==> config.mk <==
export PLATFORM = sky130hd
export DESIGN_NAME = arbitro_wrr
export DESIGN_NICKNAME = d
export VERILOG_FILES = /design/src/rtl/arbitro_wrr.sv
export SDC_FILE = /design/constraint.sdc
export NUM_CORES = 1
export LEC_CHECK = 0
export CAP_MARGIN = 10
export CORE_MARGIN = 2
export CORE_UTILIZATION = 44
export CTS_CLUSTER_SIZE = 40
export DETAILED_ROUTE_END_ITERATION = 8
export GPL_TIMING_DRIVEN = 0
export PLACE_DENSITY = 0.79
export SYNTH_ARGS = -nofsm -noshare
export SYNTH_HDL_FRONTEND = slang
export SYNTH_SLANG_ARGS = --single-unit
==> constraint.sdc <==
create_clock -name clk -period 3.3 [get_ports clk]
set_input_delay 0.66 -clock clk [delete_from_list [all_inputs] [get_ports clk]]
set_output_delay 0.66 -clock clk [all_outputs]
set_load 0.05 [all_outputs]
==> src/rtl/arbitro_wrr.sv <==
// -----------------------------------------------------------------------------
// arbitro_wrr
//   Weighted round-robin scheduler between the four input FIFOs and the four
//   output FIFOs of the transaction layer. Each queue owns a credit counter
//   loaded from its weight; a queue is served while it has credit, then the
//   scheduler moves on in circular order. When nobody eligible has credit left
//   but some queue could still be served, all credits are reloaded from the
//   weights (one idle cycle). The popped word is pushed into the output FIFO
//   named by its dest field one cycle after the pop strobe.
//
// Ports
//   clk                clock, all state on rising edge
//   reset              asynchronous active-low reset
//   Enable             1 = may schedule, 0 = freeze scheduling state
//   FIFO_empty[3:0]    input FIFO empty flags
//   FIFO_almost_empty  input FIFO "one word left" flags
//   Almost_full[3:0]   output FIFO almost-full flags (any one stalls)
//   dest[1:0]          destination of the word at the popped FIFO output
//   W0..W3             per-queue weights, sampled at reload; 0 disables queue
//   Pops[3:0]          registered one-hot pop strobe
//   Push[3:0]          one-hot push strobe, cycle after each pop
//   estado[1:0]        FSM state: 0 IDLE, 1 RUN, 2 RELOAD, 3 STALL
// -----------------------------------------------------------------------------
module arbitro_wrr #(
  parameter int WEIGHT_W = 3
) (
  input  logic                clk,
  input  logic                reset,
  input  logic                Enable,
  input  logic [3:0]          FIFO_empty,
  input  logic [3:0]          FIFO_almost_empty,
  input  logic [3:0]          Almost_full,
  input  logic [1:0]          dest,
  input  logic [WEIGHT_W-1:0] W0,
  input  logic [WEIGHT_W-1:0] W1,
  input  logic [WEIGHT_W-1:0] W2,
  input  logic [WEIGHT_W-1:0] W3,
  output logic [3:0]          Pops,
  output logic [3:0]          Push,
  output logic [1:0]          estado
);

  localparam logic [1:0] IDLE   = 2'd0;
  localparam logic [1:0] RUN    = 2'd1;
  localparam logic [1:0] RELOAD = 2'd2;
  localparam logic [1:0] STALL  = 2'd3;

  localparam logic [WEIGHT_W-1:0] CREDIT_ONE = WEIGHT_W'(1);

  // State
  logic [WEIGHT_W-1:0] credit_q [4];
  logic [WEIGHT_W-1:0] credit_d [4];
  logic [1:0]          cur_q, cur_d;
  logic [3:0]          pops_q, pops_d;
  logic [1:0]          estado_q, estado_d;
  logic                pend_q, pend_d;

  // Combinational helpers
  logic [WEIGHT_W-1:0] weight [4];
  logic [3:0]          last_pop;
  logic [3:0]          elig;
  logic [3:0]          ready;
  logic [3:0]          elig_rot;
  logic [1:0]          grant_ofs;
  logic [1:0]          grant;

  // The pop strobe registered at the previous edge is exactly the "last pop"
  // whose effect the FIFO flags do not show yet, so no separate flop is kept.
  assign last_pop = pops_q;

  // Lowest set bit of a 4-bit vector (0 when empty; callers check |v first).
  function automatic logic [1:0] first_set(input logic [3:0] v);
    logic [1:0] r;
    r = 2'd0;
    for (int i = 3; i >= 0; i--) begin
      if (v[i]) r = 2'(i);
    end
    return r;
  endfunction

  always_comb begin
    weight[0] = W0;
    weight[1] = W1;
    weight[2] = W2;
    weight[3] = W3;

    for (int i = 0; i < 4; i++) begin
      elig[i]  = !FIFO_empty[i] && (credit_q[i] != '0)
                 && !(last_pop[i] && FIFO_almost_empty[i]);
      ready[i] = !FIFO_empty[i] && (weight[i] != '0)
                 && !(last_pop[i] && FIFO_almost_empty[i]);
    end

    // Rotate eligibility so bit 0 is the current queue; the first set bit of
    // the rotated vector is the offset of the grant from cur.
    for (int k = 0; k < 4; k++) begin
      elig_rot[k] = elig[cur_q + 2'(k)];
    end
    grant_ofs = first_set(elig_rot);
    grant     = cur_q + grant_ofs;
  end

  // Next-state decision, first match wins.
  always_comb begin
    // NOTE: every signal gets a default before the if/else chain so that no
    // path leaves it unassigned; otherwise synthesis infers a latch.
    pops_d   = '0;
    cur_d    = cur_q;
    estado_d = estado_q;
    for (int i = 0; i < 4; i++) credit_d[i] = credit_q[i];

    if (!Enable) begin
      // Frozen: credits, cur and state hold, no pop.
    end else if (|Almost_full) begin
      estado_d = STALL;
    end else if (|elig) begin
      pops_d          = 4'b0001 << grant;
      credit_d[grant] = credit_q[grant] - CREDIT_ONE;
      cur_d           = grant;
      estado_d        = RUN;
    end else if (|ready) begin
      for (int i = 0; i < 4; i++) credit_d[i] = weight[i];
      cur_d    = 2'd0;
      estado_d = RELOAD;
    end else begin
      estado_d = IDLE;
    end

    // The word for a pop strobed during this cycle appears at the FIFO output
    // next cycle, so the push is scheduled from the registered strobe. It is
    // not gated by Enable or Almost_full: a started transfer always finishes.
    pend_d = |pops_q;
  end

  // NOTE: sequential state is updated with non-blocking assignments only, so
  // every flop samples the values from before the edge regardless of order.
  always_ff @(posedge clk or negedge reset) begin
    if (!reset) begin
      pops_q   <= '0;
      cur_q    <= '0;
      estado_q <= IDLE;
      pend_q   <= 1'b0;
      // NOTE: the credit array is four small counters, not a RAM, and its
      // zero value after reset is what forces the first action to be a
      // reload, so it is reset along with the rest of the state.
      for (int i = 0; i < 4; i++) credit_q[i] <= '0;
    end else begin
      pops_q   <= pops_d;
      cur_q    <= cur_d;
      estado_q <= estado_d;
      pend_q   <= pend_d;
      for (int i = 0; i < 4; i++) credit_q[i] <= credit_d[i];
    end
  end

  assign Pops   = pops_q;
  assign estado = estado_q;
  // pend_q clears asynchronously, so a pending push disappears with reset.
  assign Push   = pend_q ? (4'b0001 << dest) : 4'b0000;

endmodule
After elaboration in Yosys (flattened, before gate mapping)
Cells that the tools add are included.
{ "word_totals": {"regBits": 21, "input_bits": 29, "output_inout_bits": 10} }
{ "classes": {"n_mux": 29, "n_addsub": 5, "bitwise": 2, "n_lt_le_gt_ge": 6, "shifts": 2, "reduce_logical": 43} }
{ "op_table": {"columns": ["cell", "n"], "rows": [
  ["$mux W12", 2],
  ["$reduce_bool A3 Y1", 8],
  ["$logic_and A1 B1 Y1", 21],
  ["$mux W2", 9],
  ["$mux W4", 4],
  ["$reduce_or A4 Y1", 4],
  ["$bwmux W12", 1],
  ["$lt A2 B3 Y1 const B", 4],
  ["$mux W3", 3],
  ["$bmux W1 S2", 4],
  ["$logic_not A1 Y1", 8],
  ["$shl A1 B2 Y4 const A", 2],
  ["$bmux W3 S2", 1],
  ["$demux W3 S2", 1],
  ["$add A2 B2 Y2 const B", 2],
  ["$mux W1", 4],
  ["$ge A3 B3 Y1 const B", 1],
  ["$lt A3 B1 Y1 const B", 1],
  ["$not A2 Y3", 1],
  ["$reduce_and A3 Y1", 1],
  ["$sub A3 B1 Y3 const B", 1],
  ["$add A2 B1 Y2 const B", 1],
  ["$add A2 B2 Y2", 1],
  ["$reduce_bool A2 Y1", 1],
  ["$not A1 Y1", 1]
]} }

Depth between registers and ports, before layout
Gate-level depths: netlist of the first run.
{ "depth": {"depth_word": 17, "ltp_mapped": 16} }

Least setup slack after synthesis of the first run
Ideal clock, no wire load.
{ "synth_timing": {"path_type": "reg2reg", "start": "register pops_q[2], in the netlist Pops[2]", "end": "register credit_q[2] (netlist bit)", "path_slack_ns": -0.408, "setup_ns": 0.066, "stages_incl_launch_ff": 16, "synth_period_minus_slack_ns": 3.708, "arrival_time_ns": 3.643, "path_cell_list": "dfrtp_1 > a21oi_1 > o31a_1 > buf_6 > o311a_1 > o211ai_1 > ha_1 > xor2_1 > xnor2_1 > buf_6 > mux4_2 > inv_1 > ha_1 > inv_1 > o41ai_1 > a22o_1"} }
{ "synth_via": {"elab_chain_len": 17, "word_cells_on_any_way": 33} }
{ "synth_lines": {"columns": ["element", "line", "source"], "rows": [
  ["start: declaration", "54", "logic [3:0] pops_q, pops_d;"],
  ["start signal: assignment", "148", "pops_q <= pops_d;"],
  ["$logic_and A1 B1 Y1 (*)", "89, 91", null],
  ["$logic_not A1 Y1 (*)", "89, 91", null],
  ["$logic_and A1 B1 Y1", "89", "&& !(last_pop[i] && FIFO_almost_empty[i]);"],
  ["$bmux W1 S2", "97", "elig_rot[k] = elig[cur_q + 2'(k)];"],
  ["$mux W1 (implied by the code)", "97", null],
  ["$mux W2 (4 in a row)", "76", "if (v[i]) r = 2'(i);"],
  ["$add A2 B2 Y2", "100", "grant = cur_q + grant_ofs;"],
  ["$not A2 Y3 (implied by the code)", "118", "credit_d[grant] = credit_q[grant] - CREDIT_ONE;"],
  ["$bmux W3 S2 (tied with other cells)", "118", null],
  ["$mux W3 (implied by the code) / $logic_and A1 B1 Y1 (equally long branches)", "118", null],
  ["$mux W3 (implied by the code)", "118", null],
  ["$sub A3 B1 Y3 / $demux W3 S2 (equally long branches)", "118", null],
  ["$bwmux W12", "118", null],
  ["$mux W12", "116", "end else if (|elig) begin"],
  ["end: declaration", "51", "logic [WEIGHT_W-1:0] credit_q [4];"]
]} }
Mark *: on every way between the ends. The rest lies on a longest branch, timed or not. The select of a mux whose other input is x is not followed.
A chain may end at the register's enable or synchronous reset.

Final worst setup path of the first run
{ "layout_timing": {"start": "register credit_q[7] (netlist bit)", "end": "register credit_q[11] (netlist bit)"} }
{ "layout_via": {"elab_chain_len": 17, "word_cells_on_any_way": 31} }
{ "layout_lines": {"columns": ["element", "line", "source"], "rows": [
  ["$reduce_bool A3 Y1", "88", "elig[i] = !FIFO_empty[i] && (credit_q[i] != '0)"],
  ["$logic_and A1 B1 Y1", "88", null],
  ["$logic_and A1 B1 Y1", "89", null],
  ["$bmux W1 S2", "97", null],
  ["$mux W1 (implied by the code)", "97", null],
  ["$mux W2 (4 in a row)", "76", null],
  ["$add A2 B2 Y2", "100", null],
  ["$not A2 Y3 (implied by the code)", "118", null],
  ["$bmux W3 S2 (tied with other cells)", "118", null],
  ["$mux W3 (implied by the code) / $logic_and A1 B1 Y1 (equally long branches)", "118", null],
  ["$mux W3 (implied by the code)", "118", null],
  ["$sub A3 B1 Y3 / $demux W3 S2 (equally long branches)", "118", null],
  ["$bwmux W12", "118", null],
  ["$mux W12", "116", null]
]} }
Parallel ways exist; a longest one is shown, timed or not. The select of a mux whose other input is x is not followed.

==> out/metrics.yaml, run 1 <==
status:
  outcome: "finished, violations left"
  failed_checks: "negative setup slack"
sta:
  layout_min_cycle_time_ps: 3600
  tightestPinTransition_ps: 998
  final-setup-viol-count: 8
  worst_slew_margin_rel_pct: 33.3
  timing.final.crit_share_pct: 109
  report.final.hold_viol_count: 0
  rsz_0062_raised_after_global_routing: "yes"
  post-route-worst-setup-slack_ps: -296
  fin_skew_ps: 23.5
  timing_max_transition_violations_final: 0
  max_clock_freq_mhz: 278
  hold-worst-slack_ps: 532
clock_network:
  worst_setup_hold_path_clk_slew_ps: 140
  cts.sink_count: 21
  clock_tree.buffer_depth: 2
  h-tree-depth: 1
  holdBufCountCts: 0
  cts.root.buffer_cell: "clkbuf_4"
  tritoncts: "yes"
  clock_buffers_created_by_tritoncts: 3
  worst_skew_pair.late_latency_ps: 330
placed_design:
  gp_congestion: 0.903
  dp.final_hpwl_mm: 3.36
  place.port_buffers: 38
floorplan:
  initial_core_utilization_pct: 45.4
  area_enclosed_by_the_die_boundary_sq_um: 3900
  core.rowCount: 21
  core_region_area_sq_um: 3310
  floorplan.die.width_um: 62.4
  pin_count: 39
  floorplan.die.height_um: 62.4
critical_path:
  required_ps: 3500
  critical_path_data_arrival_time_ps: 3800
  worstSetupEndpointType: "flop"
  start_kind: "flop"
  criticalPathCategory: "flop to flop"
  largest_driver_fanout_on_the_critical_path: 5
pwr:
  power.ir.vdd_worst_uv: 607
  p_comb_share_pct: 78.0
  power_report.internal_total_mw: 1.32
  power_per_cell_area_nw_per_um2: 1040
  finalPower_mw: 2.54
  power.share.sequential_pct: 16.7
  switching_share_pct: 48.0
  cellLeakagePower_nw: 0.974
  power.share.clock_pct: 5.2
  total_switching_power_mw: 1.22
yosys:
  seq_area_frac_synth_pct: 35.0
  post-synth-top-count-cell: "dfrtp_1"
  yosys-top-cells-count: "dfrtp_1 (21), nand2_1 (18), nor2_1 (10)"
  netlist_area_sq_um: 1500
  yosys_most_used_dff: "dfrtp_1"
  yosysUniqueCellTypes: 59
  synth.avg_cell_area_sq_um: 9.81
  synth-warning-count: 0
  syn-num-nets: 184
  synth_edf_count: 0
  synth.area.top_cells: "dfrtp_1 (35%), nand2_1 (4.5%), o211ai_1 (3.0%)"
  postSynthCellCount: 153
  postSynthRegisterBits: 21
  synthDominantCellAreaShare_pct: 35.0
  asyncSetResetFlopFracSynth_pct: 100
  library_cell_occupying_the_most_area_in_the_post_synthesis_netlist: "dfrtp_1"
layout:
  layout.nets: 261
  flow.area_growth_from_synthesis_pct: 63.3
  n_antenna_cell: 0
  seq_area_sq_um: 528
  fillCellCount: 229
  multi_input_comb_area_sq_um: 1110
  final_cell_utilization_of_the_core_pct: 74.1
  drive_above_1_share_pct: 40.6
grt:
  via_count_of_the_first_global_routing_pass: 1697
  groute.usage.overall_pct: 26.5
  antenna_violations_before_repair: 0
  grt_pass1_wl_mm: 8.25
  grt_max_degree: 22
  global_route.overflow_total: 0
route:
  total_vias_in_the_final_route: 1783
  route.detailed.drc: 0
  wl_per_cell_um: 20.2
  drt-vias-per-instance: 6.48
  detail-route-antenna-nets: 0
  drt-initial-drc-count: 121
  drt_first_pass_iters: 5
  drt_wl_total_mm: 5.55
worst_hold_path:
  hold_path.class: "flop to flop"
run:
  maxCapViolations: 0
state kept, by name (all words and copies together) (netlist names):
| signal | flops |
|---|---|
| credit_q | 12 |
| Pops | 4 |
| cur_q | 2 |
| estado | 2 |
| pend_q | 1 |
cells by family after synthesis:
group,synth area share (%)
AND/OR/NAND/NOR,21.3
flip-flops,35.0
adder cells (fa/ha/maj),1.67
AO/OA/AOI/OAI,28.3
XOR/XNOR,2.92
buffers and inverters,6.25
multiplexers,4.67
per-layer routing:
layer	GRT usage [%]	up-vias	share of wire, %
met4	8.06	0	3.5
li1	-	760	-
met5	0	-	0
met1	32.1	871	36
met3	5.59	23	9.2
met2	47.0	129	51
power by group through the flow:
stage                     combinational [mW]  sequential, mW  clock [mW]
after floorplan                         1.04           0.402           0
after global placement                  1.32           0.412           0
after detailed placement                1.34           0.418           0
after CTS                               1.64           0.418       0.133
after global routing                    2.08           0.431       0.145
final                                   1.98           0.425       0.132
worst max-delay path, cell delays in order, from the launching register on:
cell and delay [ps]:
dfrtp_1 420, or3_4 440, nand2_4 100, nor3_2 50, a311oi_1 260, o211ai_1 140, ha_2 240, xor2_4 170
xnor2_2 270, buf_6 150, mux4_2 510, inv_2 80, ha_4 170, xnor2_2 120, o41ai_2 80, mux2_4 280
worst paths after layout:
| check | startpoint | slack (ps) | endpoint | cells after the start |
|---|---|---|---|---|
| max | credit_q[7] | -300 | credit_q[11] | 15 |
| min | Pops[2] | 530 | pend_q | 1 |
| min in group asynchronous | reset | 860 | credit_q[10] | 1 |
| max in group asynchronous | reset | 1770 | Pops[0] | 1 |
| min reg2reg | Pops[2] | 530 | pend_q | 1 |
| max reg2reg | credit_q[7] | -300 | credit_q[11] | 15 |
layout make-up:
class / count / share of cell area (%)
buffer: 8 / 3.21
clock buffer: 3 / 0.918
clock inverter: 1 / 0.204
inverter: 4 / 0.612
multi-input combinational: 120 / 45.2
sequential: 21 / 21.5
tap: 46 / 2.35
timing repair buffer: 72 / 26.0
placed cells by master (no fill, tap or decap), drive strengths merged, types with 3 or more instances in the layout:
cell type,count
buf,38
o21ai,3
clkbuf,7
or3,3
o31ai,5
clkdlybuf4s50,30
nor2,12
nand3,4
clkdlybuf4s15,5
a21oi,8
o211ai,6
dfrtp,21
nor3,7
nand2,18
o31a,3
inv,4
o41ai,3
o2111ai,4
xnor2,4
metrics by stage:
| stage | worst slack (ps) | cell area [sq um] | TNS [ps] | instances |
|---|---|---|---|---|
| after detailed placement | -971 | 2000 | -7580 | 237 |
| final | -296 | 2450 | -1360 | 275 |
| after floorplan | -155 | 1560 | -472 | 153 |
| after CTS | -191 | 2330 | -649 | 271 |
| after global routing | -423 | 2450 | -2390 | 275 |
| after global placement | -878 | 2000 | -6810 | 237 |
timing repair:
item,in CTS,in global routing
pin swaps,19,10
setup endpoints to repair,9,9
resized for setup,32,15
buffers inserted,30,4
Note: power is estimated with default switching activity, not from simulation.
==> inputs of run 2 (changes only) <==
--- a/config.mk
+++ b/config.mk
@@ -11,7 +11,7 @@
 export CTS_CLUSTER_SIZE = 40
 export DETAILED_ROUTE_END_ITERATION = 8
 export GPL_TIMING_DRIVEN = 0
-export PLACE_DENSITY = 0.79
+export PLACE_DENSITY = 0.72
 export SYNTH_ARGS = -nofsm -noshare
 export SYNTH_HDL_FRONTEND = slang
 export SYNTH_SLANG_ARGS = --single-unit
==> run 2 against run 1 <==
Net effect:
- the flow still finishes with violations (negative setup slack)
- register-to-register slack about the same
- clock skew shrank 18 ps
- combinational power is 7% lower
- wire length down 9.2%
- count of clock-buffer cells in the layout did not move
- first-iteration DRC count is 4.1% higher
- sequential power about the same
- critical path depth down 1
- utilization is 3.4 points lower
- fmax is 0.19% higher
- largest cell class unchanged
==> out/metrics.yaml, run 2 (synthesis results as in run 1) <==
grt:
  groute.usage.overall_pct: 25.6
  via_count_of_the_first_global_routing_pass: 1679
  grt_max_degree: 22
  global_route.overflow_total: 0
  grt_pass1_wl_mm: 7.93
  antenna_violations_before_repair: 0
placed_design:
  gp_congestion: 0.849
  dp_cell_count: 237
  place.port_buffers: 38
  dp.final_hpwl_mm: 3.41
  placed_area_sq_um: 2000
clock_network:
  holdBufCountCts: 0
  worst_skew_pair.late_latency_ps: 310
  tritoncts: "yes"
  clock_tree.buffer_depth: 2
  clock_buffers_created_by_tritoncts: 3
  cts.root.buffer_cell: "clkbuf_4"
  h-tree-depth: 1
  worst_setup_hold_path_clk_slew_ps: 130
  cts.sink_count: 21
critical_path:
  criticalPathCategory: "flop to flop"
  cell_with_the_largest_stage_delay_on_the_worst_path: "mux4_2"
  worstReg2RegStart: "credit_q[1]"
  crit_cells: 14
  cp_slowest_stage_delay_ps: 490
  timing.critical_path.from: "credit_q[1]"
  worstReg2RegEnd: "credit_q[1]"
  largest_driver_fanout_on_the_critical_path: 4
  required_ps: 3550
  timing.critical_path.cells: "o31ai_4 -> buf_4 -> nand3_2 -> o311a_1 -> o211ai_1 -> ha_2 -> xor2_4 -> xnor2_4 -> buf_6 -> mux4_2 -> inv_2 -> ha_4 -> o311ai_2 -> o21a_1"
  worstSetupEndpointType: "flop"
  start_kind: "flop"
  rr_worst_depth: 14
  ff2ff_setup_slack_ps: -290
  worst_path_dominant_cell_family: "compound AO/OA/AOI/OAI gates"
  critical_path_data_arrival_time_ps: 3840
  worst_setup_path_endpoint: "credit_q[1]"
  critical_path.n_buffers_inverters: 3
sta:
  timing.final.crit_share_pct: 109
  layout_min_cycle_time_ps: 3590
  fin_skew_ps: 5.84
  tightestPinTransition_ps: 951
  final-setup-viol-count: 8
  timing_max_transition_violations_final: 0
  max_clock_freq_mhz: 279
  rsz_0062_raised_after_global_routing: "yes"
  worst_slew_margin_rel_pct: 36.4
  post-route-worst-setup-slack_ps: -289
  report.final.hold_viol_count: 0
status:
  failed_checks: "negative setup slack"
  outcome: "finished, violations left"
route:
  drt_first_pass_iters: 4
  drt-initial-drc-count: 126
  drt_wl_total_mm: 5.03
  drt-vias-per-instance: 6.23
  detail-route-antenna-nets: 0
  total_vias_in_the_final_route: 1651
  wl_per_cell_um: 19.0
  route.detailed.drc: 0
pwr:
  power_per_cell_area_nw_per_um2: 1020
  cellLeakagePower_nw: 0.908
  power.ir.vdd_worst_uv: 579
layout:
  seq_area_sq_um: 531
  layout_commonest_cell: "clkdlybuf4s50_1"
  drive_above_1_share_pct: 38.4
  flow.area_growth_from_synthesis_pct: 55.9
  multi_input_comb_area_sq_um: 1080
  finalInstanceArea_sq_um: 2340
  most-common-layout-cells: "clkdlybuf4s50_1 (30), buf_4 (23), dfrtp_1 (17)"
  layout.nets: 251
  finalNonFillerCells: 265
  largest_register_ffs: 12
  n_antenna_cell: 0
  largest_register: "credit_q"
  fillCellCount: 257
floorplan:
  floorplan.die.height_um: 62.4
  floorplan.die.width_um: 62.4
  initial_core_utilization_pct: 45.4
  area_enclosed_by_the_die_boundary_sq_um: 3900
  pin_count: 39
  core_region_area_sq_um: 3310
  core.rowCount: 21
worst_hold_path:
  hold_path.class: "flop to flop"
run:
  maxCapViolations: 0
[run 2: worst min path at each step]
stage,end,slack (ps),depth (start not counted),start
2_1_floorplan,Pops[0],360,0,reset
3_3_place_gp,pend_q,500,1,Pops[0]
3_5_place_dp,pend_q,510,1,Pops[2]
4_1_cts,pend_q,540,1,Pops[2]
5_1_grt,pend_q,560,1,Pops[2]
6_report,estado[0],540,2,estado[0]
[run 2: tightest hold or removal path: stages, from the launching register on]
cell     delay [ps]
dfrtp_1         360
nor2_1           40
a21oi_1         100
[run 2: what timing repair did]
action	in CTS	in global routing
pin swaps	15	10
gates resized for setup	34	12
hold endpoints to repair	0	0
endpoints found under the setup margin	10	10
setup buffers	19	5
[run 2: area by class of cell]
cell class | count | share of cell area, %
inverters | 4 | 0.641
clock buffers | 3 | 0.962
plain buffers | 8 | 3.37
well taps | 46 | 2.46
clock inverters | 1 | 0.214
multi-input cells | 120 | 46.0
repair buffers | 62 | 23.7
flip-flops and latches | 21 | 22.7
[run 2: metrics by stage]
| stage | util (%) | hold WS, ps | setup TNS, ps | setup WS, ps | power (mW) |
|---|---|---|---|---|---|
| after global routing | 70.7 | 560 | -2510 | -461 | 2.54 |
| after CTS | 67.6 | 540 | -717 | -204 | 2.17 |
| after global placement | 60.4 | 503 | -7470 | -925 | 1.75 |
| after floorplan | - | 364 | -472 | -155 | 1.45 |
| after detailed placement | 60.4 | 509 | -8680 | -987 | 1.79 |
| final | 70.7 | 545 | -1400 | -289 | 2.40 |
[run 2: where the power goes]
part	leakage, nW	total (mW)	internal, mW	switching [mW]
Sequential	0.254	0.424	0.336	0.0879
Clock	0.0177	0.130	0.0452	0.0847
Combinational	0.636	1.84	0.882	0.960
Total	0.908	2.40	1.26	1.13
[run 2: routing by layer]
metal | part of all wire, % | global-route usage, % | wire (um)
met5 | 0 | 0 | 0
met4 | 4.2 | 10.8 | 212
met3 | 9.7 | 4.50 | 490
met2 | 50 | 45.3 | 2510
met1 | 36 | 30.5 | 1820
==> inputs of run 3 (changes only) <==
--- a/config.mk
+++ b/config.mk
@@ -6,6 +6,7 @@
 export NUM_CORES = 1
 export LEC_CHECK = 0
 export CAP_MARGIN = 10
+export CORE_ASPECT_RATIO = 0.5
 export CORE_MARGIN = 2
 export CORE_UTILIZATION = 44
 export CTS_CLUSTER_SIZE = 40
==> run 3 against run 2 <==
Net effect:
- the run still ends with negative setup slack left
- sequential share of layout area rose by 0.32 points
- via count fell by 2.4%
- utilization rose by 3.3 points
- wire length fell by 3.5%
- count of clock-buffer cells in the layout did not move
- power rose by 7.1%
- combinational power rose by 7%
- critical path depth rose by 2
- flip-flop and latch count did not move
- clock power rose by 35%
- worst setup slack improved by 19 ps
- clock skew rose by 3.5 ps
- largest cell class unchanged
==> out/metrics.yaml, run 3 (synthesis results as in run 1) <==
status:
  outcome: "finished, violations left"
  failed_checks: "negative setup slack"
sta:
  final-setup-viol-count: 5
  layout_min_cycle_time_ps: 3570
  timing_max_transition_violations_final: 0
  max_clock_freq_mhz: 280
  worst_slew_margin_rel_pct: 32.5
  rsz_0062_raised_after_global_routing: "yes"
  post-route-worst-setup-slack_ps: -270
  timing.final.crit_share_pct: 108
  hold-worst-slack_ps: 552
  tightestPinTransition_ps: 1010
  report.final.hold_viol_count: 0
  fin_skew_ps: 9.37
layout:
  layout.nets: 248
  flow.area_growth_from_synthesis_pct: 53.7
  drive_above_1_share_pct: 38.9
  largest_register: "credit_q"
  multi_input_comb_area_sq_um: 1070
  seq_area_sq_um: 531
  fillCellCount: 232
  most-common-layout-cells: "clkdlybuf4s50_1 (30), dfrtp_1 (17), buf_4 (17)"
  n_antenna_cell: 0
  largest_register_ffs: 12
  layout_commonest_cell: "clkdlybuf4s50_1"
floorplan:
  core.rowCount: 14
  pin_count: 39
  floorplan.die.width_um: 86.6
  core_region_area_sq_um: 3120
  floorplan.die.height_um: 45.3
  initial_core_utilization_pct: 48.2
  area_enclosed_by_the_die_boundary_sq_um: 3920
clock_network:
  cts.root.buffer_cell: "clkbuf_8"
  cts.sink_count: 21
  h-tree-depth: 1
  worst_setup_hold_path_clk_slew_ps: 80
  clock_buffers_created_by_tritoncts: 3
  clock_tree.buffer_depth: 2
  worst_skew_pair.late_latency_ps: 270
  tritoncts: "yes"
critical_path:
  start_kind: "flop"
  criticalPathCategory: "flop to flop"
  critical_path_data_arrival_time_ps: 3780
  worstSetupEndpointType: "flop"
  required_ps: 3510
  largest_driver_fanout_on_the_critical_path: 4
route:
  drt-vias-per-instance: 6.30
  route.detailed.drc: 0
  wl_per_cell_um: 19.0
  drt_first_pass_iters: 5
  total_vias_in_the_final_route: 1612
  drt_wl_total_mm: 4.86
  detail-route-antenna-nets: 0
  drt-initial-drc-count: 117
placed_design:
  gp_congestion: 0.887
  dp.final_hpwl_mm: 3.22
  place.port_buffers: 38
worst_hold_path:
  hold_path.class: "flop to flop"
grt:
  groute.usage.overall_pct: 26.5
  grt_pass1_wl_mm: 7.63
  via_count_of_the_first_global_routing_pass: 1444
  global_route.overflow_total: 0
  grt_max_degree: 22
  antenna_violations_before_repair: 0
pwr:
  power_per_cell_area_nw_per_um2: 1110
  cellLeakagePower_nw: 0.902
  finalPower_mw: 2.57
  power.ir.vdd_worst_uv: 871
run:
  maxCapViolations: 0
## run 3: through the flow
stage | util [%] | setup slack [ps] | area [sq um] | setup TNS (ps) | cells
3_5_place_dp | 63.9 | -913 | 1990 | -7570 | 231
2_1_floorplan | - | -155 | 1560 | -472 | 153
3_3_place_gp | 63.9 | -886 | 1990 | -7080 | 231
5_1_grt | 74.0 | -399 | 2310 | -1830 | 256
4_1_cts | 71.6 | -225 | 2230 | -687 | 251
6_report | 74.0 | -270 | 2310 | -897 | 256
## run 3: path summary, 6_finish.rpt
kind,start,to,slack (ps),cells after the start
min in group asynchronous,reset,credit_q[3],940,1
max reg2reg,credit_q[7],credit_q[8],-270,16
min,estado[0],estado[0],550,2
min reg2reg,estado[0],estado[0],550,2
max in group asynchronous,reset,credit_q[0],1670,1
max,credit_q[7],credit_q[8],-270,16
## run 3: critical path, cell delays in order, from the launching register on
cell and delay, ps:
dfrtp_1 410, or3_4 440, nand2_4 100, buf_6 100, a311oi_2 80, o211ai_1 230, ha_2 260, xor2_4 250
xnor2_4 180, buf_6 140, mux4_2 490, inv_2 80, ha_4 150, buf_6 110, nand2_2 50, o41ai_2 290
a22o_1 160
## run 3: metal layers
metal	global-route usage, %	part of all wire, %	vias to the layer above	wire, um
met1	38.0	45	791	2170
met3	4.57	7.9	8	384
met2	43.1	46	80	2250
met4	5.00	1.1	0	55
met5	0	0	-	0
li1	-	-	733	-
## run 3: repair_timing
action / 4_1_cts / 5_1_grt
pin swaps: 19 / 12
setup buffers: 16 / 5
endpoints found under the setup margin: 10 / 10
gates resized for setup: 46 / 11
hold buffers: 0 / 0
## run 3: layout make-up
| type | instances | area share, % |
|---|---|---|
| Buffer | 8 | 3.41 |
| Clock buffer | 3 | 1.79 |
| Clock inverter | 1 | 0.217 |
| Inverter | 4 | 0.650 |
| Multi-Input combinational cell | 120 | 46.6 |
| Sequential cell | 21 | 23.0 |
| Tap cell | 40 | 2.17 |
| Timing Repair Buffer | 59 | 22.2 |
## run 3: where the power goes
| part | switching (mW) | leakage [nW] | internal [mW] |
|---|---|---|---|
| logic | 1.01 | 0.623 | 0.964 |
| registers | 0.0803 | 0.253 | 0.336 |
| clock network | 0.0909 | 0.0255 | 0.0844 |
